<file path="src/rtl/result_serializer.sv">
// Purpose: captures one DATA_W-bit result word and streams it to uart_tx as DATA_W/8 bytes.
// Latency: capture -> first tx_start 2 cycles; tx_done -> next tx_start 2 cycles; last tx_done -> frame_done 2 cycles.
// Backpressure: in_ready is low for the whole frame; tx_start waits in START while tx_busy is high.
module result_serializer #(
  parameter int DATA_W    = 32,
  parameter bit MSB_FIRST = 1'b0
) (
  input  logic              clk,
  input  logic              reset,
  input  logic              in_valid,
  input  logic [DATA_W-1:0] in_data,
  output logic              in_ready,
  input  logic              tx_busy,
  input  logic              tx_done,
  output logic              tx_start,
  output logic [7:0]        tx_data,
  output logic [DATA_W-1:0] held_data,
  output logic              frame_done
);

  localparam int NB    = DATA_W / 8;
  localparam int IDX_W = (NB > 1) ? $clog2(NB) : 1;
  localparam logic [IDX_W-1:0] LAST = IDX_W'(NB - 1);

  generate
    if ((DATA_W % 8) != 0 || DATA_W < 8) begin : g_bad_width
      $error("result_serializer: DATA_W must be a non-zero multiple of 8");
    end
  endgenerate

  typedef enum logic [1:0] {IDLE, START, WAIT, FIN} state_t;

  state_t            state_q, state_d;
  logic [IDX_W-1:0]  idx_q, idx_d;
  logic [IDX_W-1:0]  sel;
  logic [DATA_W-1:0] held_d;
  logic [7:0]        tx_data_d;
  logic              tx_start_d;
  logic              frame_done_d;

  // Only the idle state may take a new word.
  assign in_ready = (state_q == IDLE);

  // Map the send position onto a byte lane of the held word.
  always_comb begin
    sel = MSB_FIRST ? (LAST - idx_q) : idx_q;
  end

  // Next-state and next-output logic; pulses default low every cycle.
  always_comb begin
    state_d      = state_q;
    idx_d        = idx_q;
    held_d       = held_data;
    tx_data_d    = tx_data;
    tx_start_d   = 1'b0;
    frame_done_d = 1'b0;
    case (state_q)
      IDLE: begin
        if (in_valid) begin
          held_d  = in_data;
          idx_d   = '0;
          state_d = START;
        end
      end
      START: begin
        if (!tx_busy) begin
          tx_start_d = 1'b1;
          tx_data_d  = 8'(held_data >> {sel, 3'b000});
          state_d    = WAIT;
        end
      end
      WAIT: begin
        if (tx_done) begin
          if (idx_q == LAST) begin
            state_d = FIN;
          end else begin
            idx_d   = idx_q + 1'b1;
            state_d = START;
          end
        end
      end
      FIN: begin
        frame_done_d = 1'b1;
        state_d      = IDLE;
      end
      default: state_d = IDLE;
    endcase
  end

  // State and registered outputs; reset aborts any frame in flight.
  always_ff @(posedge clk) begin
    if (reset) begin
      state_q    <= IDLE;
      idx_q      <= '0;
      held_data  <= '0;
      tx_data    <= '0;
      tx_start   <= 1'b0;
      frame_done <= 1'b0;
    end else begin
      state_q    <= state_d;
      idx_q      <= idx_d;
      held_data  <= held_d;
      tx_data    <= tx_data_d;
      tx_start   <= tx_start_d;
      frame_done <= frame_done_d;
    end
  end

endmodule
</file>
<file path="config.mk">
export PLATFORM = sky130hd
export DESIGN_NAME = result_serializer
export DESIGN_NICKNAME = d
export VERILOG_FILES = /design/src/rtl/result_serializer.sv
export SDC_FILE = /design/constraint.sdc
export NUM_CORES = 1
export LEC_CHECK = 0
export BUFFER_PORTS_ARGS = -buffer_cell sky130_fd_sc_hd__clkbuf_2
export CAP_MARGIN = 20
export CORE_MARGIN = 2
export CORE_UTILIZATION = 50
export CTS_BUF_LIST = sky130_fd_sc_hd__clkbuf_4 sky130_fd_sc_hd__clkbuf_8 sky130_fd_sc_hd__clkbuf_16
export DETAILED_ROUTE_END_ITERATION = 6
export PLACE_DENSITY = 0.93
export SYNTH_ARGS = -nofsm -noshare
export SYNTH_HDL_FRONTEND = slang
export SYNTH_SLANG_ARGS = --single-unit
</file>
<file path="constraint.sdc">
create_clock -name clk -period 2.6 [get_ports clk]
set_input_delay 0.52 -clock clk [delete_from_list [all_inputs] [get_ports clk]]
set_output_delay 0.52 -clock clk [all_outputs]
set_load 0.01 [all_outputs]
</file>
Word-level counts from Yosys, hierarchy flattened:

Cells that the tools add are included.

* bits in writable memories: 0
* bits in read-only memories: 0
* input port bits: 37
* output and inout bits: 43
* bits in latches: 0
* memories kept: 0
* bits in registers: 46

* reductions and logical operators: 7
* add/sub/neg operators: 1
* order comparisons: 0
* eq/ne operators: 8
* muxes and demuxes: 11
* div/mod/pow operators: 0
* shift operators: 1
* bitwise operators: 2
* multiply operators: 0

Operator list (number)
* $shr 32x5->8: 1
* $mux 2: 7
* $ne 2x2->1 const B: 4
* $pmux 2 s4: 1
* $eq 2x2->1 const B: 3
* $pmux 2 s2: 1
* $reduce_and 2->1: 2
* $reduce_and 4->1: 1
* $reduce_and 3->1: 1
* $add 2x1->2 const B: 1
* $eq 2x1->1 const B: 1
* $logic_not 2->1: 1
* $mux 1: 2
* $not 1->1: 2
* $reduce_bool 2->1: 1
* $reduce_or 2->1: 1

Logic depth before layout (Yosys ltp):

* word-level depth: 4
* mapped depth: 6

Least setup slack after synthesis:

No wires, ideal clock.

* path kind: in2reg
* start: in in_valid
* end: reg held_data[10]
* data required time: 2.468 ns
* setup time: 0.132 ns
* stages: 5
* setup slack: 1.236 ns
* arrival time: 1.231 ns
* path buffers: 2
* cell sequence: or3b_1 -> buf_6 -> buf_6 -> nand2_1 -> a21oi_1

* cells in the longest elaborated chain, start to end: 1

RTL lines
* start, declared: RTL line 10 `input logic in_valid,`
* $reduce_and 2->1 (no line)
* end signal, assigned: RTL line 102 `held_data <= held_d;`
* end, declared: RTL line 17 `output logic [DATA_W-1:0] held_data,`

Every way passes these cells.
A chain may end at the register's enable or synchronous reset.

Worst setup path in the final report:

* start: reg state_q[1]
* end: reg held_data[12]

* cells in the longest elaborated chain, start to end: 2

RTL lines
* start, declared: RTL line 33 `state_t state_q, state_d;`
* start signal, assigned: RTL line 100 `state_q <= state_d;`
* $logic_not 2->1: RTL line 57 `case (state_q)`
* $reduce_and 2->1 (no line)

Every way passes these cells.

==> flow_metrics.tcl <==
set metrics [dict create \
    status "complete, no violations" \
    maxCapViolations 0 \
    ctsResizeCount 0 \
    cts_root_buffer "clkbuf_8" \
    cts_htree_levels 2 \
    place_area_um2 2270 \
    die_h_um 66.0 \
    gr-total-overflow 0 \
    ys_seq_area_share_pct 47.9 \
    skew_ns 0.00376 \
    p_switching_uw 372 \
    grt_pass1_wl_um 6930 \
    min_from "in_data[16]" \
    crit_family "simple AND/OR/NAND/NOR gates" \
    clk_pin_slew_ns 0.08 \
    hold_end "held_data[16]" \
    worstSetupPathType "reg -> reg" \
    p_leak_nw 1.04 \
    final-seq-area_um2 921 \
    gp_congestion 0.803 \
    crit_required_ns 2.83 \
    p_clk_share_pct 31.6 \
    synth.largest_area_cell "dfxtp_1" \
    final_common_cell "clkbuf_2" \
    p_int_mw 1.06 \
    cts_made_buffers 5 \
    slew-limit-headroom_pct 28.4 \
    r2r_end "held_data[12]" \
    reg2regPathDepth 3 \
    start_kind "register" \
    critPathArrivalTime_ns 2.12 \
    start_util_pct 52.1 \
    drt_iter0_markers 95 \
    rsz0062_at_grt "no" \
    regToRegSetupSlack_ns 0.70 \
    setup_tns_ns 0 \
    clk_latency_ns 0.30 \
    pin_count 80 \
    fp-row-count 22 \
    cellPowerDensity_nw_per_um2 604 \
    fp.dieW_um 66.0 \
    port_buffers 79 \
    detail-route-antenna-nets 0 \
    antenna_found_initial 0 \
    p_comb_share_pct 14.1 \
    ys_seq_elements 46 \
    syn_nets 254 \
    cts_tree "yes" \
    multi_input_area_um2 876 \
    slew_violations 0 \
    syn_inst 216 \
    holdWs_ns 0.434 \
    grt_pass1_vias 1567 \
    end_kind "register" \
    diodes 0 \
    vias 1684 \
    syn_area_um2 1920 \
    hold_viol_final 0 \
    switching_share_pct 26.0 \
    fp.coreArea_um2 3690 \
    setup_viol 0 \
    drc 0 \
    cp_slowest_cell "or3b_1" \
    syn2layout_area_growth_pct 23.1 \
    fill_cells 334 \
    fin_area_um2 2370 \
    yosys_warnings 0 \
    seqPwrFrac_pct 54.3 \
    cts_hold_buffers 0 \
    fin_crit_ns 1.90 \
    timing.rr.start "state_q[1]" \
    ir_worst_vdd_mv 0.351 \
    cpPeakStageDelay_ns 0.90 \
    drive_above_1_share_pct 36.5 \
    period_share_pct 72.9 \
    vias_per_cell 5.01 \
    fin_nets 325 \
    crit_chain "or3b_1 > nand2_1 > a21oi_1" \
    dp_hpwl_um 3200 \
    cts_sinks 46 \
    grt_max_degree 33 \
    wire_per_inst_um 12.9 \
    first_pass_iters 4 \
    synth_cell_types 22 \
    crit_fanout 32 \
    die-area_um2 4360 \
    hp-class "in -> reg" \
    max_freq_mhz 527 \
    worst-path-buf-inv 0 \
    mostFrequentLayoutCells "clkbuf_2, nand2_1, dfxtp_1" \
    wirelength_um 4330 \
    worst_slew_pin_slew_ns 1.07 \
    globalRouteTotalUtil_pct 21.4 \
    clock_path_buffers 2 \
    avgSynthCellArea_um2 8.90 \
    yosys.area.top_type_share_pct 47.9 \
    post-cts-setup-buffers 0 \
    synth.area.top_cells "dfxtp_1, nand2_1, a21oi_1" \
    worstHoldPathCells 3 \
]
-- cell usage after synthesis --
cell       instances
or3b_1             2
nand2_1           77
buf_4              5
nor3b_2            1
a21oi_1           42
ha_1               1
nor3b_4            1
mux2i_1            3
inv_1              1
nor2_1             4
o21ai_0            1
clkbuf_1           6
mux4_2             8
nand2b_1           3
dfxtp_1           46
buf_6              5
buf_2              1
or3b_2             1
and2b_2            1
nand3b_1           2
nand2_2            4
a2bb2oi_1          1
-- state kept, by name, indices dropped and copies added, names as in the netlist --
name / flops
tx_start: 1
frame_done: 1
idx_q: 2
held_data: 32
state_q: 2
tx_data: 8
-- cell families (layout without fill, tap and decap cells) --
group | after synthesis | count (layout) | synth area share (%)
AOI/OAI and AO/OA | 44 | 44 | 11.7
adders and majority gates | 1 | 1 | 0.651
buffers and inverters | 18 | 90 | 6.51
DFF | 46 | 46 | 47.9
muxes | 11 | 11 | 10.9
and+or+nand+nor | 96 | 96 | 22.3
-- how the worst max path moves through the flow --
stage / from / end / slack [ns] / cells past startpoint
2_1_floorplan: in_valid / held_data[10] / 1.24 / 5
3_3_place_gp: in_valid / held_data[21] / 0.76 / 4
3_5_place_dp: in_valid / held_data[12] / 0.66 / 4
4_1_cts: state_q[1] / held_data[12] / 0.69 / 3
5_1_grt: state_q[1] / held_data[10] / 0.54 / 3
6_report: state_q[1] / held_data[12] / 0.70 / 3
-- power by group through the flow --
stage               clock network, mW  logic (mW)  registers [mW]
detailed placement                  0       0.202           0.792
global placement                    0       0.196           0.791
finish                          0.452       0.201           0.776
CTS                             0.465       0.203           0.775
floorplan                           0       0.127           0.797
global route                    0.493       0.222           0.782
-- layer usage --
metal / part of all wire [%] / vias to the layer above / wire (µm) / global-route usage [%]
li1: - / 859 / - / -
met1: 43 / 753 / 1870 / 25.0
met2: 48 / 61 / 2080 / 33.8
met3: 6.5 / 11 / 281 / 7.16
met4: 2.5 / 0 / 110 / 13.3
met5: 0 / - / 0 / 0
-- metrics by stage --
step           std cells  worst slack, ns  utilization, %  total power, mW
2_1_floorplan        216             1.24               -            0.924
3_3_place_gp         328            0.761            61.6            0.987
3_5_place_dp         328            0.664            61.6            0.994
4_1_cts              336            0.686            64.1             1.44
5_1_grt              336            0.537            64.1             1.50
6_report             336            0.704            64.1             1.43
-- worst min-delay path, delay by kind of cell --
kind / cells / cell delay, ns
buffers and inverters: 1 / 0.08
AOI/OAI and AO/OA: 1 / 0.05
and+or+nand+nor: 1 / 0.04
-- layout make-up --
| cell class | instances | share of cell area, % |
|---|---|---|
| well taps | 48 | 2.54 |
| flip-flops and latches | 46 | 38.9 |
| multi-input cells | 152 | 37.0 |
| clock inverters | 1 | 0.212 |
| clock buffers | 7 | 3.81 |
| repair buffers | 81 | 17.3 |
| inverters | 1 | 0.159 |
(Power assumes the default switching activity.)
